==> src/rtl/uart_tx_engine_if.sv <==
// Bridge-to-transmitter signal bundle for uart_tx_engine: control/data in, serial line and flags out.
interface uart_tx_engine_if;
  logic       tx_enable;
  logic       send;
  logic [7:0] DATA_TX;
  logic [1:0] parity_type;
  logic [1:0] baud_rate;
  logic       tx_out;
  logic       tx_active_flag;
  logic       tx_done_flag;

  modport master (
    output tx_enable, send, DATA_TX, parity_type, baud_rate,
    input  tx_out, tx_active_flag, tx_done_flag
  );

  modport slave (
    input  tx_enable, send, DATA_TX, parity_type, baud_rate,
    output tx_out, tx_active_flag, tx_done_flag
  );
endinterface

==> src/rtl/uart_tx_engine.sv <==
// UART transmit engine: start bit, 8 data bits LSB first, optional odd/even parity, stop bit(s).
// Build option: define UART_TX_STOP2_EN for two stop bits (default build sends one).
module uart_tx_engine #(
  parameter int unsigned CLK_FREQ = 50000000
) (
  input  logic            PCLK,
  input  logic            PRESETn,
  uart_tx_engine_if.slave bus
);

  localparam int unsigned DIV_9600   = CLK_FREQ / 9600;
  localparam int unsigned DIV_19200  = CLK_FREQ / 19200;
  localparam int unsigned DIV_38400  = CLK_FREQ / 38400;
  localparam int unsigned DIV_115200 = CLK_FREQ / 115200;

`ifdef UART_TX_STOP2_EN
  localparam int unsigned STOP_BITS = 2;
`else
  localparam int unsigned STOP_BITS = 1;
`endif

  localparam int unsigned CNT_W = $clog2(STOP_BITS * DIV_9600 + 1);

  typedef enum logic [2:0] {IDLE, START, DATA, PARITY, STOP} state_t;

  function automatic int unsigned div_of(input logic [1:0] code);
    int unsigned d;
    case (code)
      2'b00:   d = DIV_9600;
      2'b01:   d = DIV_19200;
      2'b10:   d = DIV_38400;
      default: d = DIV_115200;
    endcase
    return d;
  endfunction

  function automatic logic [CNT_W-1:0] bit_reload(input logic [1:0] code);
    return CNT_W'(div_of(code) - 1);
  endfunction

  function automatic logic [CNT_W-1:0] stop_reload(input logic [1:0] code);
    return CNT_W'(STOP_BITS * div_of(code) - 1);
  endfunction

  function automatic logic par_en(input logic [1:0] ptype);
    return (ptype == 2'b01) || (ptype == 2'b10);
  endfunction

  state_t           state_q, state_n;
  logic [CNT_W-1:0] cnt_q, cnt_n;
  logic [2:0]       idx_q, idx_n;
  logic [7:0]       data_q, data_n;
  logic [1:0]       ptype_q, ptype_n;
  logic [1:0]       baud_q, baud_n;
  logic             send_d;
  logic             tx_out_q, tx_out_n;
  logic             done_q, done_n;
  logic             accept, frame_end;

  always_ff @(posedge PCLK or negedge PRESETn) begin
    if (!PRESETn) begin
      state_q  <= IDLE;
      cnt_q    <= '0;
      idx_q    <= '0;
      data_q   <= '0;
      ptype_q  <= '0;
      baud_q   <= '0;
      send_d   <= 1'b0;
      tx_out_q <= 1'b1;
      done_q   <= 1'b0;
    end else begin
      state_q  <= state_n;
      cnt_q    <= cnt_n;
      idx_q    <= idx_n;
      data_q   <= data_n;
      ptype_q  <= ptype_n;
      baud_q   <= baud_n;
      send_d   <= bus.send;
      tx_out_q <= tx_out_n;
      done_q   <= done_n;
    end
  end

  always_comb begin
    state_n   = state_q;
    cnt_n     = cnt_q;
    idx_n     = idx_q;
    data_n    = data_q;
    ptype_n   = ptype_q;
    baud_n    = baud_q;
    accept    = 1'b0;
    frame_end = 1'b0;
    if (state_q != IDLE && !bus.tx_enable) begin
      state_n = IDLE;
      cnt_n   = '0;
      idx_n   = '0;
    end else begin
      case (state_q)
        IDLE: begin
          if (bus.tx_enable && bus.send && !send_d) begin
            accept  = 1'b1;
            state_n = START;
            data_n  = bus.DATA_TX;
            ptype_n = bus.parity_type;
            baud_n  = bus.baud_rate;
            cnt_n   = bit_reload(bus.baud_rate);
            idx_n   = '0;
          end
        end
        START: begin
          if (cnt_q == '0) begin
            state_n = DATA;
            cnt_n   = bit_reload(baud_q);
            idx_n   = '0;
          end else begin
            cnt_n = cnt_q - CNT_W'(1);
          end
        end
        DATA: begin
          if (cnt_q == '0) begin
            if (idx_q == 3'd7) begin
              idx_n = '0;
              if (par_en(ptype_q)) begin
                state_n = PARITY;
                cnt_n   = bit_reload(baud_q);
              end else begin
                state_n = STOP;
                cnt_n   = stop_reload(baud_q);
              end
            end else begin
              idx_n = idx_q + 3'd1;
              cnt_n = bit_reload(baud_q);
            end
          end else begin
            cnt_n = cnt_q - CNT_W'(1);
          end
        end
        PARITY: begin
          if (cnt_q == '0) begin
            state_n = STOP;
            cnt_n   = stop_reload(baud_q);
          end else begin
            cnt_n = cnt_q - CNT_W'(1);
          end
        end
        STOP: begin
          if (cnt_q == '0) begin
            state_n   = IDLE;
            frame_end = 1'b1;
          end else begin
            cnt_n = cnt_q - CNT_W'(1);
          end
        end
        default: state_n = IDLE;
      endcase
    end
  end

  // Line level is derived from next-state values so the registered tx_out lines up with the state it belongs to.
  always_comb begin
    case (state_n)
      START:   tx_out_n = 1'b0;
      DATA:    tx_out_n = data_n[idx_n];
      PARITY:  tx_out_n = (ptype_n == 2'b10) ? ^data_n : ~^data_n;
      default: tx_out_n = 1'b1;
    endcase
    done_n = done_q;
    if (accept) begin
      done_n = 1'b0;
    end else if (frame_end) begin
      done_n = 1'b1;
    end
    bus.tx_out         = tx_out_q;
    bus.tx_active_flag = (state_q != IDLE);
    bus.tx_done_flag   = done_q;
  end

endmodule

==> src/flat_wrapper.sv <==
// flat-port wrapper written by rule: the top's interface ports become plain ports
module uart_tx_engine_flat 
#(
  parameter int unsigned CLK_FREQ = 50000000
)
  (PCLK, PRESETn, bus_tx_enable, bus_send, bus_DATA_TX, bus_parity_type, bus_baud_rate, bus_tx_out, bus_tx_active_flag, bus_tx_done_flag);
  uart_tx_engine_if bus_i ();
  input  logic PCLK;
  input  logic PRESETn;
  input wire logic [$bits(bus_i.tx_enable)-1:0] bus_tx_enable;
  input wire logic [$bits(bus_i.send)-1:0] bus_send;
  input wire logic [$bits(bus_i.DATA_TX)-1:0] bus_DATA_TX;
  input wire logic [$bits(bus_i.parity_type)-1:0] bus_parity_type;
  input wire logic [$bits(bus_i.baud_rate)-1:0] bus_baud_rate;
  output wire logic [$bits(bus_i.tx_out)-1:0] bus_tx_out;
  output wire logic [$bits(bus_i.tx_active_flag)-1:0] bus_tx_active_flag;
  output wire logic [$bits(bus_i.tx_done_flag)-1:0] bus_tx_done_flag;
  assign bus_i.tx_enable = bus_tx_enable;
  assign bus_i.send = bus_send;
  assign bus_i.DATA_TX = bus_DATA_TX;
  assign bus_i.parity_type = bus_parity_type;
  assign bus_i.baud_rate = bus_baud_rate;
  assign bus_tx_out = bus_i.tx_out;
  assign bus_tx_active_flag = bus_i.tx_active_flag;
  assign bus_tx_done_flag = bus_i.tx_done_flag;
  uart_tx_engine #(.CLK_FREQ(CLK_FREQ)) u_core (.PCLK(PCLK), .PRESETn(PRESETn), .bus(bus_i));
endmodule
==> config.mk <==
export PLATFORM = sky130hd
export DESIGN_NAME = uart_tx_engine_flat
export DESIGN_NICKNAME = d
export VERILOG_FILES = /design/src/rtl/uart_tx_engine_if.sv /design/src/rtl/uart_tx_engine.sv /design/src/flat_wrapper.sv
export SDC_FILE = /design/constraint.sdc
export NUM_CORES = 1
export LEC_CHECK = 0
export BUFFER_PORTS_ARGS = -buffer_cell sky130_fd_sc_hd__buf_2
export CAP_MARGIN = 20
export CORE_UTILIZATION = 40
export CTS_CLUSTER_SIZE = 14
export DETAILED_ROUTE_END_ITERATION = 16
export PLACE_DENSITY = 0.69
export SETUP_SLACK_MARGIN = 0.2
export SLEW_MARGIN = 40
export SYNTH_ARGS = -nofsm -noshare
export SYNTH_HDL_FRONTEND = slang
export SYNTH_SLANG_ARGS = --single-unit
==> constraint.sdc <==
create_clock -name PCLK -period 2.45 [get_ports PCLK]
set_input_delay 0.49 -clock PCLK [delete_from_list [all_inputs] [get_ports PCLK]]
set_output_delay 0.49 -clock PCLK [all_outputs]
set_load 0.02 [all_outputs]
==> results of run 1 <==
[area by class of cell]
type	count	area (sq um)	share of cell area
clock buffers	6	72.6	0.0232
clock inverters	2	10.0	0.00320
inverters	11	41.3	0.0132
multi-input cells	225	1660	0.530
flip-flops and latches	34	852	0.273
well taps	75	93.8	0.0300
repair buffers	55	400	0.128
[cell families after synthesis]
logic type,synth area share
simple gates,0.195
compound gates,0.184
flops,0.331
buf+inv,0.0592
xor+xnor,0.0767
fa+ha+maj,0.0874
mux,0.0670
[worst max-delay path by stage]
stage / slack, ns / endpoint / cells past startpoint
6_report: 0.06 / u_core.bus.tx_out$_DFF_PN1_ / 9
5_1_grt: -0.07 / u_core.bus.tx_out$_DFF_PN1_ / 9
4_1_cts: 0.04 / u_core.bus.tx_out$_DFF_PN1_ / 9
3_5_place_dp: -0.09 / u_core.bus.tx_out$_DFF_PN1_ / 9
3_3_place_gp: -0.03 / u_core.bus.tx_out$_DFF_PN1_ / 9
2_1_floorplan: 0.04 / u_core.bus.tx_out$_DFF_PN1_ / 9
[layout by cell type (no fill, tap or decap), types with 3 or more instances in the layout]
master    Yosys  layout
o21ai_1       1       8
mux2_2        6       6
nor3_1        8       8
a31oi_1       6       6
nor4_1        4       4
mux2i_1       9       9
buf_2         0      18
a21oi_1      19      17
nor2_1       21      21
nand2_1      26      25
xor2_1        8       8
dfrtp_1      33      33
buf_4         0      33
o21a_1        3       3
clkbuf_8      2       5
inv_1        11      11
o211ai_1      3       3
nand3_1       5       5
ha_1         18      17
o21ai_0      30      20
a211oi_1      6       6
xnor2_1      12      12
[per-stage QoR]
| step | setup WS [ns] | cell area (sq um) | hold slack [ns] | TNS, ns | util |
|---|---|---|---|---|---|
| floorplan | 0.0386 | 2590 | 0.194 | 0 | - |
| global placement | -0.0277 | 2920 | 0.481 | -0.0277 | 0.481 |
| detailed placement | -0.0914 | 2920 | 0.492 | -0.0914 | 0.481 |
| CTS | 0.0441 | 3020 | 0.305 | 0 | 0.498 |
| global route | -0.0713 | 3130 | 0.175 | -0.0713 | 0.516 |
| finish | 0.0594 | 3130 | 0.144 | 0 | 0.516 |
[registers in the layout, indices dropped and copies added, names as in the netlist]
register,count
u_core.idx_q,3
u_core.bus.tx_done_flag,1
u_core.data_q,8
u_core.bus.tx_out,1
u_core.ptype_q,2
u_core.baud_q,2
u_core.state_q,3
u_core.send_d,1
u_core.cnt_q,13
[per-layer routing]
| layer | up-vias | wire, um |
|---|---|---|
| met2 | 78 | 2890 |
| met5 | - | 0 |
| li1 | 1121 | - |
| met4 | 0 | 87 |
| met1 | 1083 | 2850 |
| met3 | 5 | 316 |
[worst register-to-register path: stages (launching register included)]
cell,delay [ns]
dfrtp_1,0.39
inv_1,0.06
ha_1,0.15
or4b_4,0.53
nor3_4,0.24
buf_6,0.17
mux2i_1,0.11
a211oi_1,0.40
a21boi_1,0.21
a31oi_1,0.06
[power groups by stage]
stage          Sequential, mW  Combinational, mW  Clock [mW]
2_1_floorplan           0.950               1.65           0
3_3_place_gp            0.936               2.27           0
3_5_place_dp            0.950               2.30           0
4_1_cts                 0.940               2.34       0.421
5_1_grt                 0.974               2.74       0.448
6_report                0.939               2.51       0.411
[repair_timing]
item,CTS,global route
pin swaps,3,4
cloned,0,1
endpoints found under the setup margin,6,14
setup buffers,0,5
resized for setup,4,20
==> metrics.txt, run 1 <==
Most Crowded Layer GR=met2; Worst Setup SP=u_core.cnt_q[1]$_DFFE_PN0P_; hold buffers post-CTS=0; diodes inserted=0; EDFF count, synth=0; max-slew violations=0; CP delay by family, top=simple AND/OR/NAND/NOR gates; Net Sw Frac=0.447; # IOs=19; PnR Total Power=3.86 mW; most frequent cell after synthesis=dfrtp_1; worst-margin pin slew=roughly 0.47 ns; Detailed Route Iter0 Violations=about 170; GR Util met2=0.300; CP Cell Sequence=inv_1, ha_1, or4b_4, nor3_4, buf_6, mux2i_1, a211oi_1, a21boi_1, a31oi_1; total routed wirelength=roughly 6.1 mm; status=completed; H-tree levels=2; final hold violations=0; Comb pwr share=0.650; Clock power frac=0.107; synth warn=0; crit path DAT=approximately 2.6 ns; largest net degree at the start of global routing=35; fillers=550; initial antenna violation count=0; Vias=~2300; crit path kind=reg2reg; post-synth cell types=56; Syn-to-layout area delta=21.3%; Max Freq=418 MHz; power per cell area=between 1000 and 1500 nW/um^2; clk sinks=34; Int Power=2.13 mW; Chip Width=~82 um; final cell count without fillers=a little over 400; total iterations of the first detailed-routing run=5; register share of total power=0.243; Synthesized Nets=between 300 and 400; die area=6770 sq um; layout cell share with drive strength beyond 1=0.279; sequential-to-total area share from yosys stat=0.331; Via density=5.61; CTS tree=built; Cells after DPL=394; Yosys top cell by area=dfrtp_1; met1 usage=0.270; Commonest cells post-synth=dfrtp_1 (33), o21ai_0 (30), nand2_1 (26); share of the synthesized area in the top cell type=0.320; FF-to-FF setup slack=0.06 ns; peak supply drop=0.696 mV; clock skew=between 0.004 and 0.005 ns; first-pass GRT wire length=just under 10 mm; gr usage total=0.195; WP buf/inv=2; dominant synthesized flop cell=dfrtp_1; met3 Usage GRT=0.0286; critical-path maximum fanout=5; clk root buf=clkbuf_8; LEAKAGE=around 1.4 nW; HP Class=in2async; GPL Wtd Cong=0.898; top cells by area, synth=dfrtp_1 (32%), ha_1 (8.7%), o21ai_0 (5.8%); post-route minimum period=about 2.4 ns; Mapped Cells=284; CP Capture Type=flip-flop; Avg Inst Size Synth=around 9 sq um; ys async rst share=1.00; final period utilization=0.976; Mapped Area=approximately 2600 sq um; Startpoint Class=flip-flop; relative slew slack=0.688; vias in the first global route=between 2000 and 2500; post-synthesis register bit count=34; global route overflow=0; Worst R2R End=u_core.bus.tx_out$_DFF_PN1_; clk buf depth=2; drc violations=0; wire per inst=between 15 and 20 um; Final ANT Viol Nets=0; Switching Power=between 1.5 and 2 mW; Die Y=about 82 um; Req. time, crit path=2.67 ns; port buffer count=18; HPWL Detailed=approximately 4.5 mm; Final Setup Violations=0; RR Startpoint=u_core.cnt_q[1]$_DFFE_PN0P_; clk_lat worst skew=0.29 ns; Critical Path Max Stage Delay=0.53 ns; max cap viols=0; Post-layout nets=about 370; RSZ-0062 raised after global routing=true; CP max stage cell=or4b_4; Core ar.=just over 6000 sq um; clock-pin slew on the worst setup and hold paths=around 0.07 ns; Rows=28; Starting Density=0.425; total CTS buffers=5; Worst R2R Path Depth=9
(Power assumes the default switching activity.)
==> inputs of run 2 (changes only) <==
Settings changed: CAP_MARGIN 20 to unset, CORE_UTILIZATION 40 to 55, GPL_TIMING_DRIVEN set to 0, PLACE_DENSITY 0.69 to 0.87.
==> run 2 against run 1 <==
  * The run now ends with setup timing left
  * Die area shrank 27%
  * Non-clock buffer count is the same
  * Design area grew 6.9%
  * Routed wire length grew 50%
  * Sequential share of layout area shrank 1.8 points
  * Utilization grew 24 points
  * Count of clock-buffer cells in the layout grew 1
  * Total power grew 20%
  * Sequential power grew 12%
  * Combinational power grew 22%
  * Critical path type unchanged
  * Largest cell class unchanged
  * Highest routed layer unchanged
==> metrics.txt, run 2 (same netlist as run 1, synthesis figures left out) <==
status=finished, violations left; failing checks=setup timing; Comb pwr share=0.658; power per cell area=1380 nW/um^2; met3 Usage GRT=0.0548; crit path DAT=approximately 2.9 ns; clock skew=0.00529 ns; clk buf depth=2; Largest Register=u_core.cnt_q; first-pass GRT wire length=between 10 and 15 mm; HP Class=in2async; setup slack after layout=-0.226 ns; Starting Density=0.584; post-route minimum period=between 2 and 3 ns; GPL Wtd Cong=around 0.94; Most Crowded Layer GR=met2; GR Util met2=0.502; port buffer count=17; fillers=between 200 and 250; RR Startpoint=u_core.state_q[1]$_DFF_PN0_; Critical Path Max Stage Delay=approximately 0.4 ns; CTS tree=built; Top Registers=u_core.cnt_q x13, u_core.data_q x8; Fin Hold WS=0.136 ns; wire per inst=roughly 24 um; Post-layout nets=around 370; met1 usage=0.412; vias in the first global route=between 2000 and 2500; H-tree levels=2; Worst path depth=11; crit path capture=u_core.bus.tx_out$_DFF_PN1_; Worst R2R Path Depth=11; clk_lat worst skew=~0.3 ns; global route overflow=0; CP max stage cell=dfrtp_1; RSZ-0062 raised after global routing=true; Core ar.=4410 sq um; HPWL Detailed=roughly 4.4 mm; die area=4960 sq um; commonest non-fill, non-tap cell in the layout=dfrtp_1; worst-margin pin slew=0.630 ns; max cap viols=0; CP Cell Sequence=clkbuf_8, or2_0, clkbuf_2, nor3b_2, buf_6, clkbuf_8, mux2i_4, nand2_1, a31o_2, a21oi_1, a31oi_1; crit path kind=reg2reg; relative slew slack=0.579; total CTS buffers=5; Req. time, crit path=around 2.7 ns; Syn-to-layout area delta=29.7%; clk root buf=clkbuf_8; total routed wirelength=9.23 mm; Worst Setup SP=u_core.state_q[1]$_DFF_PN0_; Startpoint Class=flip-flop; Net Sw Frac=0.483; Vias=around 2800; FF-to-FF setup slack=-0.23 ns; largest net degree at the start of global routing=35; Rows=24; Via density=slightly above 7; most frequent cells in the layout=dfrtp_1 (33), nand2_1 (24), nor2_1 (19), buf_4 (17); Die Y=roughly 70 um; # IOs=19; clock-pin slew on the worst setup and hold paths=0.08 ns; dpl ws=-0.463 ns; critical-path maximum fanout=10; clk sinks=34; hold buffers post-CTS=0; register share of total power=0.226; Int Power=2.39 mW; diodes inserted=0; peak supply drop=approximately 1.1 mV; final period utilization=1.09; Final Setup Violations=11; Max Freq=roughly 370 MHz; LEAKAGE=1.41 nW; CP Capture Type=flip-flop; Switching Power=roughly 2.2 mW; max-slew violations=0; layout cell share with drive strength beyond 1=0.345; Worst R2R End=u_core.bus.tx_out$_DFF_PN1_; total iterations of the first detailed-routing run=5; Clock power frac=0.115; Detailed Route Iter0 Violations=412; final hold violations=0; Final ANT Viol Nets=0; drc violations=0; initial antenna violation count=0; CP delay by family, top=buffers and inverters; WP buf/inv=4; gr usage total=0.312; Chip Width=about 70 um; max reg flops=13; most used cell along the critical path=clkbuf_8
==> run 2: layer usage <==
metal	part of all wire	wire length [um]
met1	0.34	3170
met2	0.44	4100
met3	0.13	1230
met4	0.079	730
met5	0	0
==> run 2: metrics by stage <==
| stage | util | instance area, sq um | TNS [ns] | total power [mW] | cells |
|---|---|---|---|---|---|
| CTS | 0.709 | 3130 | -0.0747 | 4.01 | 377 |
| detailed placement | 0.622 | 2740 | -5.28 | 3.07 | 353 |
| global placement | 0.622 | 2740 | -3.75 | 3.00 | 353 |
| global route | 0.757 | 3340 | -1.39 | 4.78 | 385 |
| floorplan | - | 2590 | 0 | 2.60 | 284 |
| finish | 0.757 | 3340 | -0.894 | 4.63 | 385 |
==> run 2: worst min-delay path by stage <==
| stage | startpoint | end | slack (ns) | cells after the start |
|---|---|---|---|---|
| 2_1_floorplan | PRESETn | u_core.baud_q[0]$_DFFE_PN0P_ | 0.19 | 0 |
| 3_3_place_gp | u_core.bus.tx_done_flag$_DFFE_PN0P_ | u_core.bus.tx_done_flag$_DFFE_PN0P_ | 0.48 | 2 |
| 3_5_place_dp | u_core.bus.tx_done_flag$_DFFE_PN0P_ | u_core.bus.tx_done_flag$_DFFE_PN0P_ | 0.49 | 2 |
| 4_1_cts | PRESETn | u_core.state_q[1]$_DFF_PN0_ | 0.29 | 1 |
| 5_1_grt | PRESETn | u_core.cnt_q[3]$_DFFE_PN0P_ | 0.17 | 1 |
| 6_report | PRESETn | u_core.cnt_q[2]$_DFFE_PN0P_ | 0.14 | 1 |
==> run 2: power by group through the flow <==
| stage | registers (mW) | clock network, mW | logic, mW |
|---|---|---|---|
| 2_1_floorplan | 0.950 | 0 | 1.65 |
| 3_3_place_gp | 0.969 | 0 | 2.03 |
| 3_5_place_dp | 0.989 | 0 | 2.08 |
| 4_1_cts | 1.01 | 0.519 | 2.49 |
| 5_1_grt | 1.06 | 0.549 | 3.17 |
| 6_report | 1.05 | 0.534 | 3.05 |
==> run 2: repair_timing <==
item                                   CTS  global route
buffers inserted                        15             8
cloned                                   1             0
endpoints found under the hold margin    0             0
resized for setup                       44            38
setup endpoints to repair               16            17
pin swaps                               19            14
==> run 2: final cells by class <==
type / instances / area (sq um) / area share
sequential: 34 / 852 / 0.255
clock inverter: 1 / 30.0 / 0.00899
inverter: 11 / 41.3 / 0.0124
buffer: 14 / 126 / 0.0378
multi-input combinational: 225 / 1840 / 0.551
timing repair buffer: 41 / 310 / 0.0928
clock buffer: 7 / 76.3 / 0.0228
tap: 52 / 65.1 / 0.0195
==> run 2: worst register-to-register path, stage by stage, from the launching register on <==
cell      delay, ns
dfrtp_1        0.39
clkbuf_8       0.17
or2_0          0.25
clkbuf_2       0.20
nor3b_2        0.22
buf_6          0.19
clkbuf_8       0.21
mux2i_4        0.29
nand2_1        0.12
a31o_2         0.28
a21oi_1        0.15
a31oi_1        0.13
==> inputs of run 3 (changes only) <==
Settings changed: CORE_MARGIN set to 1.5, CORE_UTILIZATION 55 to 35, PLACE_DENSITY 0.87 to 0.63.
==> run 3 against run 2 <==
  * Total power fell by 11%
  * Non-clock buffer count fell by 5
  * Clock power fell by 15%
  * Fmax rose by 5.7%
  * Die area rose by 59%
  * Utilization fell by 30 points
  * Critical path depth fell by 1
  * The run still ends with setup timing left
  * Global-route usage fell by 12 points
  * Highest routed layer unchanged
  * Design area fell by 2.5%
  * Register-to-register slack improved by 0.14 ns
  * First-iteration DRC count fell by 83%
==> metrics.txt, run 3 (same netlist as run 1, synthesis figures left out) <==
status=finished, violations left; failing checks=setup timing; commonest non-fill, non-tap cell in the layout=dfrtp_1; relative slew slack=0.588; largest net degree at the start of global routing=35; diodes inserted=0; GPL Wtd Cong=0.889; final period utilization=1.03; fillers=between 600 and 700; Via density=5.27; crit path kind=reg2reg; Worst R2R End=u_core.bus.tx_out$_DFF_PN1_; initial antenna violation count=0; final cell count without fillers=427; dpl ws=-0.492 ns; total CTS buffers=5; PnR Total Power=slightly above 4 mW; Worst Setup SP=u_core.cnt_q[1]$_DFFE_PN0P_; fin area=about 3300 sq um; Startpoint Class=flip-flop; Vias=around 2300; LEAKAGE=about 1.4 nW; RSZ-0062 raised after global routing=true; Final Setup Violations=1; first-pass GRT wire length=approximately 11 mm; clk_lat worst skew=roughly 0.30 ns; Post-layout nets=between 300 and 400; HPWL Detailed=4.54 mm; TNS Setup=-0.0820 ns; Final ANT Viol Nets=0; CTS tree=built; placed cell areas=around 2800 sq um; clk sinks=34; CP Capture Type=flip-flop; max reg flops=13; HP Class=in2async; Chip Width=approximately 89 um; Largest Register=u_core.cnt_q; Max Freq=a little under 400 MHz; max-slew violations=0; drc violations=0; Fin Hold WS=about 0.13 ns; crit path capture=u_core.bus.tx_out$_DFF_PN1_; clk root buf=clkbuf_8; post-layout util=0.454; Req. time, crit path=~2.7 ns; max cap viols=0; global route overflow=0; FF-to-FF setup slack=-0.08 ns; clock skew=approximately 0.0039 ns; setup slack after layout=-0.0820 ns; Syn-to-layout area delta=26.5%; Die Y=88.8 um; Rows=31; clock-pin slew on the worst setup and hold paths=0.07 ns; most frequent cells in the layout=dfrtp_1 (33), nor2_1 (20), nand2_1 (19); RR Startpoint=u_core.cnt_q[1]$_DFFE_PN0P_; port buffer count=17; vias in the first global route=2284; Core ar.=roughly 7000 sq um; clk buf depth=2; gr usage total=0.189; Worst R2R Path Depth=10; die area=just under 8000 sq um; Cells after DPL=400; post-route minimum period=2.53 ns; peak supply drop=~0.8 mV; Top Registers=u_core.cnt_q x13, u_core.data_q x8; Starting Density=0.359; # IOs=19; power per cell area=about 1300 nW/um^2; critical-path maximum fanout=4; worst-margin pin slew=just over 0.6 ns; final hold violations=0; H-tree levels=2; layout cell share with drive strength beyond 1=0.326; Detailed Route Iter0 Violations=70; crit path DAT=about 2.8 ns; total routed wirelength=about 6.6 mm; wire per inst=around 15 um; total iterations of the first detailed-routing run=4
-- run 3: where the power goes --
part	internal, mW	switching, mW
registers	0.778	0.242
clock network	0.226	0.229
logic	1.23	1.42
total	2.24	1.89
-- run 3: how the worst min path moves through the flow --
stage / from / to / slack [ns] / cells past startpoint
floorplan: PRESETn / u_core.baud_q[0]$_DFFE_PN0P_ / 0.19 / 0
global placement: u_core.bus.tx_done_flag$_DFFE_PN0P_ / u_core.bus.tx_done_flag$_DFFE_PN0P_ / 0.49 / 2
detailed placement: u_core.bus.tx_done_flag$_DFFE_PN0P_ / u_core.bus.tx_done_flag$_DFFE_PN0P_ / 0.49 / 2
CTS: PRESETn / u_core.cnt_q[7]$_DFFE_PN0P_ / 0.31 / 1
global route: PRESETn / u_core.cnt_q[6]$_DFFE_PN0P_ / 0.17 / 1
finish: PRESETn / u_core.cnt_q[7]$_DFFE_PN0P_ / 0.13 / 1
-- run 3: repair_timing --
action / 4_1_cts / 5_1_grt
endpoints found under the setup margin: 16 / 16
pin swaps: 22 / 13
hold endpoints to repair: 0 / 0
gates cloned: 1 / 0
setup buffers: 12 / 6
hold buffers: 0 / 0
gates resized for setup: 45 / 22
-- run 3: final cells by class --
type	instances	area [sq um]	share of cell area
multi-input combinational	225	1770	0.543
sequential	34	852	0.261
timing repair buffer	36	248	0.0760
buffer	14	129	0.0395
tap	99	124	0.0380
clock buffer	6	82.6	0.0253
inverter	11	41.3	0.0127
clock inverter	2	12.5	0.00384
-- run 3: per-layer routing --
| layer | wire length (um) | up-vias | GRT usage |
|---|---|---|---|
| met5 | 0 | - | 0 |
| met4 | 138 | 0 | 0.0810 |
| met3 | 200 | 13 | 0.0336 |
| met2 | 3230 | 41 | 0.317 |
| met1 | 3000 | 1083 | 0.238 |
| li1 | - | 1113 | - |
-- run 3: worst max-delay path, cell delays in order, from the launching register on --
cell     delay, ns
dfrtp_1       0.40
inv_2         0.08
ha_4          0.13
or4b_4        0.46
buf_8         0.15
nor4_4        0.27
o22a_2        0.23
mux2i_1       0.21
nor4_1        0.07
nor4b_1       0.30
a31oi_1       0.15
